$ cat config.mk
export PLATFORM = sky130hd
export DESIGN_NAME = fb_access_arbiter
export DESIGN_NICKNAME = d
export VERILOG_FILES = /design/src/rtl/fb_pkg.sv /design/src/rtl/fb_rd_pipe.sv /design/src/rtl/fb_access_arbiter.sv
export SDC_FILE = /design/constraint.sdc
export NUM_CORES = 1
export LEC_CHECK = 0
export ABC_AREA = 0
export BUFFER_PORTS_ARGS = -buffer_cell sky130_fd_sc_hd__buf_2
export CAP_MARGIN = 10
export CORE_MARGIN = 3
export CORE_UTILIZATION = 39
export CTS_BUF_LIST = sky130_fd_sc_hd__clkbuf_16
export DETAILED_ROUTE_END_ITERATION = 12
export PLACE_DENSITY = 0.75
export SLEW_MARGIN = 20
export SYNTH_ARGS = -nofsm -noshare
export SYNTH_HDL_FRONTEND = slang
export SYNTH_SLANG_ARGS = --single-unit
export TNS_END_PERCENT = 20
$ cat constraint.sdc
create_clock -name i_CLK -period 1.2 [get_ports i_CLK]
set_input_delay 0.18 -clock i_CLK [delete_from_list [all_inputs] [get_ports i_CLK]]
set_output_delay 0.18 -clock i_CLK [all_outputs]
set_load 0.02 [all_outputs]
$ cat src/rtl/fb_pkg.sv
`default_nettype none
// ============================================================================
// Module      : fb_pkg
// Description : Shared FSM encodings, read-latency constant and default
//               widths for the framebuffer access arbiter.
// Revision    : 1.0 - initial release
// ============================================================================
package fb_pkg;

    // 160x120 framebuffer words, RRRGGGBB pixels
    localparam int C_ADDR_W   = 15;
    localparam int C_DATA_W   = 8;

    // Display request sample to pixel valid, in clock cycles
    localparam int C_RD_LAT   = 3;

    // Width of the optional writer-starvation counter
    localparam int C_STARVE_W = 16;

    typedef enum logic [1:0] {
        S_IDLE = 2'd0,
        S_DISP = 2'd1,
        S_WR   = 2'd2
    } fb_state_e;

endpackage : fb_pkg
`default_nettype wire

$ cat src/rtl/fb_rd_pipe.sv
`default_nettype none
// ============================================================================
// Module      : fb_rd_pipe
// Description : Read-return delay line. Tracks which cycles carry a display
//               fetch and captures the RAM read data into the pixel output,
//               forcing the pixel to zero on cycles without a valid fetch.
// Revision    : 1.0 - initial release
// ============================================================================
module fb_rd_pipe
    import fb_pkg::*;
#(
    parameter int P_DATA_W = C_DATA_W
) (
    input  logic                clk_i,
    input  logic                rst_i,
    input  logic                issue_i,   // RAM address phase of a fetch this cycle
    input  logic [P_DATA_W-1:0] rdata_i,   // RAM read data, one cycle after address
    output logic                valid_o,
    output logic [P_DATA_W-1:0] data_o
);

    // The arbiter's state register supplies the first cycle of latency, so the
    // shift register covers the remainder. Data is captured one stage before
    // the end, when the single-cycle RAM presents the read word.
    localparam int C_STAGES = C_RD_LAT - 1;

    logic [C_STAGES-1:0] valid_q;
    logic [P_DATA_W-1:0] data_q;

    // Shift fetch markers and capture RAM data; reset drops all in-flight reads
    always_ff @(posedge clk_i) begin
        if (rst_i) begin
            valid_q <= '0;
            data_q  <= '0;
        end else begin
            valid_q <= {valid_q[C_STAGES-2:0], issue_i};
            data_q  <= valid_q[C_STAGES-2] ? rdata_i : '0;
        end
    end

    assign valid_o = valid_q[C_STAGES-1];
    assign data_o  = data_q;

endmodule : fb_rd_pipe
`default_nettype wire

$ cat src/rtl/fb_access_arbiter.sv
`default_nettype none
// ============================================================================
// Module      : fb_access_arbiter
// Description : Arbitrates a single-port framebuffer RAM between a display
//               fetch port (absolute priority, one pixel per clock) and a
//               writer port (request held until granted, never granted on two
//               consecutive cycles). All outputs are registered.
//               Optional macro FB_ACCESS_ARBITER_STARVE_CNT_EN adds a
//               saturating count of cycles the writer waited ungranted.
// Revision    : 1.0 - initial release
// ============================================================================
module fb_access_arbiter
    import fb_pkg::*;
#(
    parameter int P_ADDR_W = C_ADDR_W,
    parameter int P_DATA_W = C_DATA_W
) (
    input  logic                i_CLK,
    input  logic                i_RESET,
    input  logic                i_DISP_REQ,
    input  logic [P_ADDR_W-1:0] i_DISP_ADDR,
    output logic [P_DATA_W-1:0] o_DISP_DATA,
    output logic                o_DISP_VALID,
    input  logic                i_WR_REQ,
    input  logic [P_ADDR_W-1:0] i_WR_ADDR,
    input  logic [P_DATA_W-1:0] i_WR_DATA,
    output logic                o_WR_GNT,
    output logic [P_ADDR_W-1:0] o_MEM_ADDR,
    output logic                o_MEM_WE,
    output logic [P_DATA_W-1:0] o_MEM_WDATA,
    input  logic [P_DATA_W-1:0] i_MEM_RDATA
`ifdef FB_ACCESS_ARBITER_STARVE_CNT_EN
    ,
    output logic [C_STARVE_W-1:0] o_STARVE_CNT
`endif
);

    fb_state_e           state_q, state_d;
    logic [P_ADDR_W-1:0] mem_addr_q, mem_addr_d;
    logic [P_DATA_W-1:0] mem_wdata_q, mem_wdata_d;
    logic                mem_we_q, mem_we_d;
    logic                wr_gnt_q, wr_gnt_d;

    // Next-state: display always wins; writer only when not granted last cycle
    always_comb begin
        state_d     = S_IDLE;
        mem_addr_d  = mem_addr_q;
        mem_wdata_d = mem_wdata_q;
        mem_we_d    = 1'b0;
        wr_gnt_d    = 1'b0;
        if (i_DISP_REQ) begin
            state_d    = S_DISP;
            mem_addr_d = i_DISP_ADDR;
        end else if (i_WR_REQ && (state_q != S_WR)) begin
            state_d     = S_WR;
            mem_addr_d  = i_WR_ADDR;
            mem_wdata_d = i_WR_DATA;
            mem_we_d    = 1'b1;
            wr_gnt_d    = 1'b1;
        end
    end

    // State and registered RAM/grant outputs
    always_ff @(posedge i_CLK) begin
        if (i_RESET) begin
            state_q     <= S_IDLE;
            mem_addr_q  <= '0;
            mem_wdata_q <= '0;
            mem_we_q    <= 1'b0;
            wr_gnt_q    <= 1'b0;
        end else begin
            state_q     <= state_d;
            mem_addr_q  <= mem_addr_d;
            mem_wdata_q <= mem_wdata_d;
            mem_we_q    <= mem_we_d;
            wr_gnt_q    <= wr_gnt_d;
        end
    end

    assign o_MEM_ADDR  = mem_addr_q;
    assign o_MEM_WDATA = mem_wdata_q;
    assign o_MEM_WE    = mem_we_q;
    assign o_WR_GNT    = wr_gnt_q;

    fb_rd_pipe #(
        .P_DATA_W (P_DATA_W)
    ) u_rd_pipe (
        .clk_i   (i_CLK),
        .rst_i   (i_RESET),
        .issue_i (state_q == S_DISP),
        .rdata_i (i_MEM_RDATA),
        .valid_o (o_DISP_VALID),
        .data_o  (o_DISP_DATA)
    );

`ifdef FB_ACCESS_ARBITER_STARVE_CNT_EN
    logic [C_STARVE_W-1:0] starve_q;

    // Count waiting cycles of the writer; cleared on each grant, saturating
    always_ff @(posedge i_CLK) begin
        if (i_RESET) begin
            starve_q <= '0;
        end else if (wr_gnt_q) begin
            starve_q <= '0;
        end else if (i_WR_REQ && (starve_q != {C_STARVE_W{1'b1}})) begin
            starve_q <= starve_q + 1'b1;
        end
    end

    assign o_STARVE_CNT = starve_q;
`endif

endmodule : fb_access_arbiter
`default_nettype wire

[Yosys cells after proc, flatten, opt, wreduce, memory -nomap -nowiden]
Index checks and enable logic that the tools add are counted.
Storage, ports and cells
  bits in registers: 36
  input port bits: 50
  output and inout port bits: 34
Cells by class
  equal/unequal tests: 2
  mux-type cells: 5
  bitwise gates (word level): 2
  reductions and logical operators: 5
Operators by type and width (count)
  $mux 15: 2
  $reduce_or 2->1: 2
  $eq 2x1->1 const B: 1
  $mux 1: 2
  $mux 2: 1
  $ne 2x2->1 const B: 1
  $not 1->1: 2
  $reduce_and 2->1: 1
  $reduce_bool 2->1: 1
  $logic_and 1x1->1: 1

[Longest topological paths before layout]
Gate-level depths: netlist of the first run.
  depth after elaboration: 4
  depth in mapped cells: 5

[Modules after synthesis]
Synthesis of the first run repeated with hierarchy kept, for this count alone.
Unflattened totals
  cells, all modules: 136
  area, all modules: 1467.7 µm²
By module, submodules not included
  fb_access_arbiter: times used 1, cells each 116, area an instance 1184.9 µm², seq. area each 500.5 µm²
  fb_rd_pipe: times used 1, cells each 20, area an instance 282.8 µm², seq. area each 200.2 µm²

[Worst setup path before layout of the first run]
No wires, ideal clock.
  path kind: reg-to-reg
  start: register state_q[1]
  end: register mem_addr_q[0], in the netlist o_MEM_ADDR[0]
  library setup time: 143 ps
  data arrival time: 1186 ps
  setup slack: -129 ps
  stages on the path, launching flop included: 6
  clock period less this slack: 1329 ps
  path through: dfxtp_1 > nand2b_1 > buf_2 > buf_2 > a211oi_1 > a211oi_2
Between the ends
  cells in the longest elaborated chain, start to end: 3
RTL lines
  start: declaration: line fb_access_arbiter.sv:38  | fb_state_e state_q, state_d;
  start signal: assignment: line fb_access_arbiter.sv:72  | state_q <= state_d;
  $ne 2x2->1: line fb_access_arbiter.sv:54  | end else if (i_WR_REQ && (state_q != S_WR)) begin
  $logic_and 1x1->1: line fb_access_arbiter.sv:54
  $reduce_bool 2->1 (no source line)
  end signal: assignment: line fb_access_arbiter.sv:73  | mem_addr_q <= mem_addr_d;
  end: declaration: line fb_access_arbiter.sv:39  | logic [P_ADDR_W-1:0] mem_addr_q, mem_addr_d;
Every way passes these cells.
A chain may end at the register's enable or synchronous reset.

[Worst setup path in the final report of the first run]
  start: register state_q[1]
  end: register mem_wdata_q[1], in the netlist o_MEM_WDATA[1]
Between the ends
  cells in the longest elaborated chain, start to end: 3
RTL lines
  $ne 2x2->1: line fb_access_arbiter.sv:54
  $logic_and 1x1->1: line fb_access_arbiter.sv:54
  $reduce_and 2->1 (no source line)
  end signal: assignment: line fb_access_arbiter.sv:74  | mem_wdata_q <= mem_wdata_d;
  end: declaration: line fb_access_arbiter.sv:40  | logic [P_DATA_W-1:0] mem_wdata_q, mem_wdata_d;
Every way passes these cells.

==> run summary, run 1 <==
========================================================================================
Outcome                                                                     finished clean
Post-synthesis cell area                                                        1490 µm²
Max rail drop VDD                                                                 975 µV
Via-per-instance ratio                                                              4.92
Data required time at the worst endpoint                                         1.40 ns
Final ANT Viol Nets                                                                    0
Slowest cell on the critical path                                           sky130_fd_sc_hd__or3b_1
Post-Route WL                                                                    3.55 mm
Quantity of I/O buffers inserted on ports                                             83
Class of the worst hold path                                                   in -> reg
Clock buffer count from CTS                                                            5
Largest buffer count on any clock path                                                 2
Half-perimeter wire length after detailed placement                              2.62 mm
Gate family responsible for the most delay along the worst path             simple AND/OR/NAND/NOR gates
Iter 0 DRT Violations                                                                104
DRC                                                                                    0
Arrival time reported for the critical path endpoint                             1.34 ns
Post-route clock period utilization                                                95.1%
Hold Fails Final Rpt                                                                   0
Transition at the pin with the smallest max-transition slack                    0.414 ns
Antenna fix cells                                                                      0
Register clock-pin slew on the reported worst setup and hold paths               0.05 ns
Clk sink count                                                                        35
Commonest non-fill, non-tap cells in the layout                             sky130_fd_sc_hd__buf_2 (83), sky130_fd_sc_hd__dfxtp_1 (34), sky130_fd_sc_hd__a211oi_2 (18), sky130_fd_sc_hd__mux2i_1 (15), sky130_fd_sc_hd__a211oi_1 (12)
IO Count                                                                              84
Die width                                                                        67.8 µm
Max-slew violation total from the final report                                         0
Number of synthesized register bits                                                   35
Area growth, synth to finish                                                       47.4%
Clock Root Buffer                                                           sky130_fd_sc_hd__clkbuf_16
Worst-case reg-to-reg path depth                                                       3
Clock latency of the later-clocked register in the worst-skew pair               0.27 ns
Share of cells above drive strength 1                                              55.0%
Crit path largest cell delay                                                     0.38 ns
Die Area                                                                        4590 µm²
Critical Path End Type                                                          register
Worst Hold Path Cells                                                                  2
Final weighted congestion in routability-driven placement                          0.610
Global-route wire length before repair                                           5.33 mm
TritonCTS clock tree                                                               built
Hold_sp                                                                     i_MEM_RDATA[6]
Portion of the post-synthesis area used by sequential elements                     47.1%
Worst rel slew slack                                                               72.3%
Count of max-cap constraint violations                                                 0
Worst Hold Path EP                                                          u_rd_pipe.data_o[6]
Utilization of the core after routing                                              62.8%
Slack of the worst reg-to-reg path                                               0.06 ns
Setup-violating endpoint count in the final report                                     0
Tot Pwr                                                                        0.00313 W
Maximum number of pins on one net before global-route repair                          27
Core region area                                                                3490 µm²
Average cell area after synthesis                                               10.9 µm²
Worst path cell trace                                                       and2b_4 -> or3b_1 -> a21oi_1
Highest achievable clock rate                                                    876 MHz
Number of global-route vias before repair                                           1171
Launch point of the critical path                                             state_q[1]
Number of search-and-repair iterations in the first detailed-routing pass              4
GRT overflow                                                                           0
Start-to-end type of the worst setup path                                     reg -> reg
RSZ-0062 raised after global routing                                                 yes
Startpoint type of the worst setup path                                         register
Buffer and inverter count on the worst path                                            0
Maximum fanout count along the critical path                                          15
Leakage                                                                          1.04 nW
Detailed-route wire length per cell                                              13.3 µm
Number of cell rows                                                                   21
Commonest non-fill, non-tap cell in the layout                              sky130_fd_sc_hd__buf_2
Initial antenna violation count                                                        0
Count of H-tree levels built during CTS                                                2
Clock skew                                                                    0.00213 ns
Final #Nets                                                                          270
Hold buffers post-CTS                                                                  0
Global routing usage summed across all routing layers                              15.4%
Beginning of the worst register-to-register path                              state_q[1]
Final hold slack                                                                0.107 ns
Number of library cell types mapped by synthesis                                      20
Routed via count                                                                    1309
Synthesized net count                                                                186
Critical register-to-register path endpoint                                 o_MEM_WDATA[1]
Initial Utilization                                                                42.6%
Final critical path time including I/O delays and setup                          1.14 ns
Cells after Synth                                                                    136
Vertical extent of the die                                                       67.8 µm
Warning count from the yosys run                                                       0
Fillers                                                                              296
Power density cells                                                          1430 nW/µm²
========================================================================================
-- logic make-up (layout without fill, tap and decap cells) --
group,after synthesis,in the layout,synth area share (%)
AO/OA/AOI/OAI,47,47,24.6
flip-flops,35,35,47.1
AND/OR/NAND/NOR,23,23,11.8
buffers and inverters,16,100,6.39
multiplexers,15,15,10.1
-- synth_stat cells (all sizes together) --
| library cell | count | area (µm²) |
|---|---|---|
| dfxtp | 35 | 701 |
| a211oi | 30 | 275 |
| mux2i | 15 | 150 |
| buf | 11 | 76.3 |
| a21oi | 8 | 43.8 |
| and2 | 8 | 50.1 |
| o21ai | 8 | 40.0 |
| or3b | 8 | 70.1 |
| clkbuf | 5 | 18.8 |
| nand2b | 2 | 20.0 |
| nor2b | 2 | 12.5 |
| a21o | 1 | 7.51 |
| and2b | 1 | 10.0 |
| nor3 | 1 | 5.00 |
| nor3b | 1 | 7.51 |
-- registers in the layout (all words and copies together) (netlist names) --
signal / cells
o_MEM_ADDR: 15
u_rd_pipe.valid_q: 2
o_MEM_WDATA: 8
state_q: 2
u_rd_pipe.data_o: 8
-- area by class of cell --
| type | count | area (µm²) | share of cell area (%) |
|---|---|---|---|
| Sequential cell | 35 | 704 | 32.1 |
| Clock buffer | 5 | 125 | 5.70 |
| Timing Repair Buffer | 93 | 541 | 24.6 |
| Tap cell | 46 | 57.6 | 2.62 |
| Clock inverter | 2 | 33.8 | 1.54 |
| Multi-Input combinational cell | 85 | 732 | 33.4 |
-- power breakdown --
group	total (W)	switching, W	internal (W)
Combinational	0.000488	0.000260	0.000228
Sequential	0.00126	0.0000341	0.00123
Clock	0.00138	0.000424	0.000958
-- per-stage QoR --
| step | area, µm² | setup TNS, ns | worst slack (ns) | instances |
|---|---|---|---|---|
| global placement | 1990 | 0 | 0.0840 | 259 |
| global route | 2190 | -0.0307 | -0.0144 | 266 |
| floorplan | 1500 | -0.0476 | -0.00595 | 136 |
| CTS | 2150 | 0 | 0.0249 | 266 |
| finish | 2190 | 0 | 0.0584 | 266 |
| detailed placement | 1990 | 0 | 0.0488 | 259 |
-- how the worst max path moves through the flow --
| stage | to | cells past startpoint |
|---|---|---|
| after CTS | o_MEM_ADDR[5] | 4 |
| after floorplan | o_MEM_ADDR[0] | 5 |
| after detailed placement | o_MEM_ADDR[8] | 4 |
| after global routing | o_MEM_WDATA[0] | 3 |
| after global placement | o_MEM_WDATA[0] | 3 |
| final | o_MEM_WDATA[1] | 3 |
-- layer usage --
metal	GRT usage, %	vias to the layer above	wire length [µm]
li1	-	669	-
met1	18.7	583	1460
met2	24.2	53	1680
met3	6.49	4	371
met4	5.32	0	34
met5	0	-	0
-- repair_timing --
| action | in CTS | in global routing |
|---|---|---|
| hold endpoints to repair | 0 | 0 |
| setup endpoints to repair | 0 | 12 |
| resized for setup | 0 | 8 |
| buffers inserted | 0 | 0 |
No activity file was read; power rests on OpenSTA's default activity.
==> inputs of run 2 (changes only) <==
Settings changed: CORE_ASPECT_RATIO set to 0.5, CORE_UTILIZATION 39 to 43, PLACE_DENSITY 0.75 to 0.78.
Clock period 1.2 ns to 1.25 ns, I/O delays scaled along.
==> run 2 against run 1 <==
Compared with the run above: combinational power shrank 8.0%; routed wire length decreased by 3.0%; clock power is essentially flat; power decreased by 3.9%; first-iteration DRC count shrank 38%; critical path depth increased by 1; flip-flop and latch count stayed put; largest cell class unchanged; highest routed layer unchanged; core utilization increased by 4.7 points; hold slack improved by 0.0034 ns; critical path type unchanged.
==> run summary, run 2 (synthesis results as in run 1) <==
========================================================================================
Start-to-end type of the worst setup path                                     reg -> reg
Largest buffer count on any clock path                                                 2
Number of global-route vias before repair                                           1155
Max rail drop VDD                                                                 754 µV
Global-route wire length before repair                                           5.03 mm
Class of the worst hold path                                                   in -> reg
Hold Fails Final Rpt                                                                   0
Post-Route WL                                                                    3.44 mm
Buffer and inverter count on the worst path                                            1
Setup-violating endpoint count in the final report                                     0
Count of max-cap constraint violations                                                 0
Crit path largest cell delay                                                     0.32 ns
Data required time at the worst endpoint                                         1.40 ns
Final #Nets                                                                          269
Outcome                                                                     finished clean
Max FFs per register                                                                  15
Half-perimeter wire length after detailed placement                              2.50 mm
Register clock-pin slew on the reported worst setup and hold paths               0.05 ns
Number of cell rows                                                                   14
Count of H-tree levels built during CTS                                                2
Hold buffers post-CTS                                                                  0
DRC                                                                                    0
Routed via count                                                                    1307
Leakage                                                                          1.00 nW
Highest achievable clock rate                                                    841 MHz
IO Count                                                                              84
Maximum number of pins on one net before global-route repair                          26
Startpoint type of the worst setup path                                         register
Quantity of I/O buffers inserted on ports                                             83
Final ANT Viol Nets                                                                    0
Fillers                                                                              255
Detailed-route wire length per cell                                              13.3 µm
Worst rel slew slack                                                               72.2%
Total negative slack for setup checks                                               0 ns
Clk sink count                                                                        35
Commonest non-fill, non-tap cell in the layout                              sky130_fd_sc_hd__buf_2
Global routing usage summed across all routing layers                              15.4%
Maximum fanout count along the critical path                                          10
TritonCTS clock tree                                                               built
Vertical extent of the die                                                       47.6 µm
Post-place instance area                                                        1940 µm²
Share of cells above drive strength 1                                              53.9%
Power density cells                                                          1420 nW/µm²
Final critical path time including I/O delays and setup                          1.19 ns
Transition at the pin with the smallest max-transition slack                    0.417 ns
Initial antenna violation count                                                        0
Clock Root Buffer                                                           sky130_fd_sc_hd__clkbuf_16
Clock skew                                                                    0.00183 ns
GRT overflow                                                                           0
Critical Path End Type                                                          register
Clock buffer count from CTS                                                            5
Worst path cell trace                                                       nand2b_1 -> buf_4 -> a211oi_1 -> a211oi_2
Core region area                                                                3150 µm²
Number of search-and-repair iterations in the first detailed-routing pass              5
Finished Cell Area                                                              2130 µm²
Gate family responsible for the most delay along the worst path             compound AO/OA/AOI/OAI gates
Area growth, synth to finish                                                       43.0%
Clock latency of the later-clocked register in the worst-skew pair               0.27 ns
Die width                                                                        89.2 µm
Iter 0 DRT Violations                                                                 65
RSZ-0062 raised after global routing                                                  no
Max-slew violation total from the final report                                         0
Slowest cell on the critical path                                           sky130_fd_sc_hd__a211oi_1
Die Area                                                                        4240 µm²
Final weighted congestion in routability-driven placement                          0.723
Arrival time reported for the critical path endpoint                             1.34 ns
Via-per-instance ratio                                                              5.05
Antenna fix cells                                                                      0
Initial Utilization                                                                47.2%
Commonest non-fill, non-tap cells in the layout                             sky130_fd_sc_hd__buf_2 (83), sky130_fd_sc_hd__dfxtp_1 (34), sky130_fd_sc_hd__mux2i_1 (15), sky130_fd_sc_hd__a211oi_1 (15), sky130_fd_sc_hd__a211oi_2 (15)
Post-route clock period utilization                                                95.1%
========================================================================================
## run 2: worst paths after layout
check | cells after the start | endpoint | from | slack [ns]
min | 2 | u_rd_pipe.data_o[0] | i_MEM_RDATA[0] | 0.11
min reg2reg | 1 | u_rd_pipe.valid_q[0] | state_q[1] | 0.46
max | 4 | o_MEM_ADDR[0] | state_q[0] | 0.06
max reg2reg | 4 | o_MEM_ADDR[0] | state_q[0] | 0.06
## run 2: final cells by class
cell class | count | area (µm²) | area share, %
Clock buffer | 5 | 125 | 5.88
Multi-Input combinational cell | 85 | 717 | 33.7
Tap cell | 40 | 50.0 | 2.35
Timing Repair Buffer | 92 | 495 | 23.3
Clock inverter | 2 | 37.5 | 1.76
Sequential cell | 35 | 702 | 33.0
## run 2: metrics by stage
stage / cells / total power, W / setup slack (ns) / utilization, % / hold slack (ns)
after floorplan: 136 / 0.00151 / 0.00321 / - / 0.309
after global placement: 252 / 0.00166 / 0.146 / 61.5 / 0.387
after detailed placement: 252 / 0.00167 / 0.0815 / 61.5 / 0.391
after CTS: 259 / 0.00303 / 0.0705 / 66.7 / 0.108
after global routing: 259 / 0.00313 / 0.00119 / 67.5 / 0.116
final: 259 / 0.00301 / 0.0613 / 67.5 / 0.111
## run 2: per-layer routing
layer	GRT usage, %	up-vias	routed length [µm]
met5	0	-	0
met3	4.81	2	257
li1	-	673	-
met1	18.4	582	1510
met2	27.7	50	1660
met4	4.15	0	16
## run 2: power by group
part           switching [W]  internal [W]  total [W]
registers          0.0000331       0.00118    0.00121
clock network       0.000423      0.000927    0.00135
logic               0.000245      0.000204   0.000449
## run 2: repair_timing
| item | 4_1_cts | 5_1_grt |
|---|---|---|
| gates resized for setup | 0 | 5 |
| buffers inserted | 0 | 0 |
| setup endpoints to repair | 0 | 4 |
==> inputs of run 3 (changes only) <==
Settings changed: CORE_ASPECT_RATIO 0.5 to 1.5.
==> run 3 against run 2 <==
Compared with the run above: core utilization is 2.7 points lower; largest power group unchanged; first-iteration DRC count fell by 72%; hold slack improved by 0.00053 ns; clock skew grew 0.0027 ns; register-to-register slack gained 0.03 ns; via count rose by 1.2%; die area fell by 0.66%; routed wire length is 5.8% higher; count of clock-buffer cells in the layout unchanged; flip-flop and latch count stayed put; global-route usage up 3.0 points; power down 1.1%.
==> run summary, run 3 (synthesis results as in run 1) <==
========================================================================================
Outcome                                                                     finished clean
Arrival time reported for the critical path endpoint                             1.35 ns
Die Area                                                                        4220 µm²
Worst Hold Path EP                                                          u_rd_pipe.data_o[6]
Post-route clock period utilization                                                92.4%
Number of global-route vias before repair                                           1285
Data required time at the worst endpoint                                         1.45 ns
Detailed-route wire length per cell                                              14.2 µm
Hold Fails Final Rpt                                                                   0
Beginning of the worst register-to-register path                              state_q[0]
Power density cells                                                          1430 nW/µm²
Startpoint type of the worst setup path                                         register
Post-CTS Setup Repair Bufs                                                             0
Clock Root Buffer                                                           sky130_fd_sc_hd__clkbuf_16
Clock buffer count from CTS                                                            5
Clock skew                                                                    0.00457 ns
Area growth, synth to finish                                                       40.2%
Final ANT Viol Nets                                                                    0
Quantity of I/O buffers inserted on ports                                             83
Final hold slack                                                                0.111 ns
Core region area                                                                3220 µm²
Clk sink count                                                                        35
Setup-violating endpoint count in the final report                                     0
Count of H-tree levels built during CTS                                                2
Number of cell rows                                                                   25
Max rail drop VDD                                                                1190 µV
Max-slew violation total from the final report                                         0
Class of the worst hold path                                                   in -> reg
Die width                                                                        54.0 µm
Start-to-end type of the worst setup path                                     reg -> reg
Via-per-instance ratio                                                              5.17
Number of search-and-repair iterations in the first detailed-routing pass              4
DRC                                                                                    0
Slowest cell on the critical path                                           sky130_fd_sc_hd__or3b_1
Iter 0 DRT Violations                                                                 18
Register clock-pin slew on the reported worst setup and hold paths               0.05 ns
IO Count                                                                              84
Worst Hold Path Cells                                                                  2
Half-perimeter wire length after detailed placement                              2.59 mm
Crit path largest cell delay                                                     0.38 ns
Worst path cell trace                                                       and2b_4 -> or3b_1 -> a21oi_1
Leakage                                                                         0.992 nW
Worst rel slew slack                                                               70.0%
Final instance count without filler cells                                            256
Highest achievable clock rate                                                    866 MHz
Clock latency of the later-clocked register in the worst-skew pair               0.27 ns
Count of max-cap constraint violations                                                 0
Placed cell count                                                                    249
Largest buffer count on any clock path                                                 2
Utilization of the core after routing                                              64.7%
Initial Utilization                                                                46.2%
Global-route wire length before repair                                           5.75 mm
Slack of the worst reg-to-reg path                                                0.1 ns
Max FFs per register                                                                  15
Total negative slack for setup checks                                               0 ns
Commonest non-fill, non-tap cell in the layout                              sky130_fd_sc_hd__buf_2
Critical Path End Type                                                          register
GRT overflow                                                                           0
Critical register-to-register path endpoint                                 o_MEM_WDATA[7]
Final weighted congestion in routability-driven placement                          0.713
Final #Nets                                                                          266
TritonCTS clock tree                                                               built
Final critical path time including I/O delays and setup                          1.15 ns
Launch point of the critical path                                             state_q[0]
Worst-case reg-to-reg path depth                                                       3
RSZ-0062 raised after global routing                                                  no
Vertical extent of the die                                                       78.0 µm
Transition at the pin with the smallest max-transition slack                    0.449 ns
Hold_sp                                                                     i_MEM_RDATA[6]
Commonest non-fill, non-tap cells in the layout                             sky130_fd_sc_hd__buf_2 (83), sky130_fd_sc_hd__dfxtp_1 (34), sky130_fd_sc_hd__a211oi_1 (18), sky130_fd_sc_hd__mux2i_1 (15), sky130_fd_sc_hd__a211oi_2 (12)
Maximum fanout count along the critical path                                          17
Antenna fix cells                                                                      0
Share of cells above drive strength 1                                              51.4%
Post-Route WL                                                                    3.64 mm
Routed via count                                                                    1323
Global routing usage summed across all routing layers                              18.4%
Maximum number of pins on one net before global-route repair                          30
Initial antenna violation count                                                        0
========================================================================================
## run 3: power by group
part / internal (W) / switching, W / total [W]
Clock: 0.000919 / 0.000407 / 0.00133
Sequential: 0.00118 / 0.0000319 / 0.00121
Combinational: 0.000195 / 0.000244 / 0.000439
## run 3: worst max path at each step
stage	to	slack [ns]
2_1_floorplan	o_MEM_WDATA[6]	0.003
3_3_place_gp	o_MEM_WDATA[5]	0.14
3_5_place_dp	o_MEM_ADDR[8]	0.09
4_1_cts	o_MEM_ADDR[12]	0.01
5_1_grt	o_MEM_ADDR[14]	0.004
6_report	o_MEM_WDATA[7]	0.1
## run 3: final cells by class
| cell class | count | area, µm² |
|---|---|---|
| Fill cell | 290 | 1140 |
| Sequential cell | 35 | 702 |
| Multi-Input combinational cell | 85 | 702 |
| Timing Repair Buffer | 89 | 473 |
| Clock buffer | 5 | 125 |
| Tap cell | 40 | 50.0 |
| Clock inverter | 2 | 33.8 |
## run 3: what timing repair did
item / 4_1_cts / 5_1_grt
hold buffers: 0 / 0
endpoints found under the setup margin: 0 / 2
resized for setup: 0 / 2
endpoints found under the hold margin: 0 / 0
## run 3: per-layer routing
metal	track usage (%)	share of wire, %	vias up
met5	0	0	-
met4	7.73	2.5	0
met3	4.93	8.8	11
met2	31.3	51	58
met1	20.7	37	598
li1	-	-	656
## run 3: through the flow
step / setup slack (ns) / total power [W] / instance area (µm²)
final: 0.0952 / 0.00298 / 2090
after global routing: 0.00429 / 0.00309 / 2090
after CTS: 0.0128 / 0.00300 / 2080
after detailed placement: 0.0942 / 0.00167 / 1920
after global placement: 0.136 / 0.00166 / 1920
after floorplan: 0.00321 / 0.00151 / 1490
## run 3: worst max-delay path, delay by kind of cell, from the launching register on
| kind | cells | cell delay, ns |
|---|---|---|
| AND/OR/NAND/NOR | 2 | 0.62 |
| flip-flops | 1 | 0.32 |
| AO/OA/AOI/OAI | 1 | 0.14 |
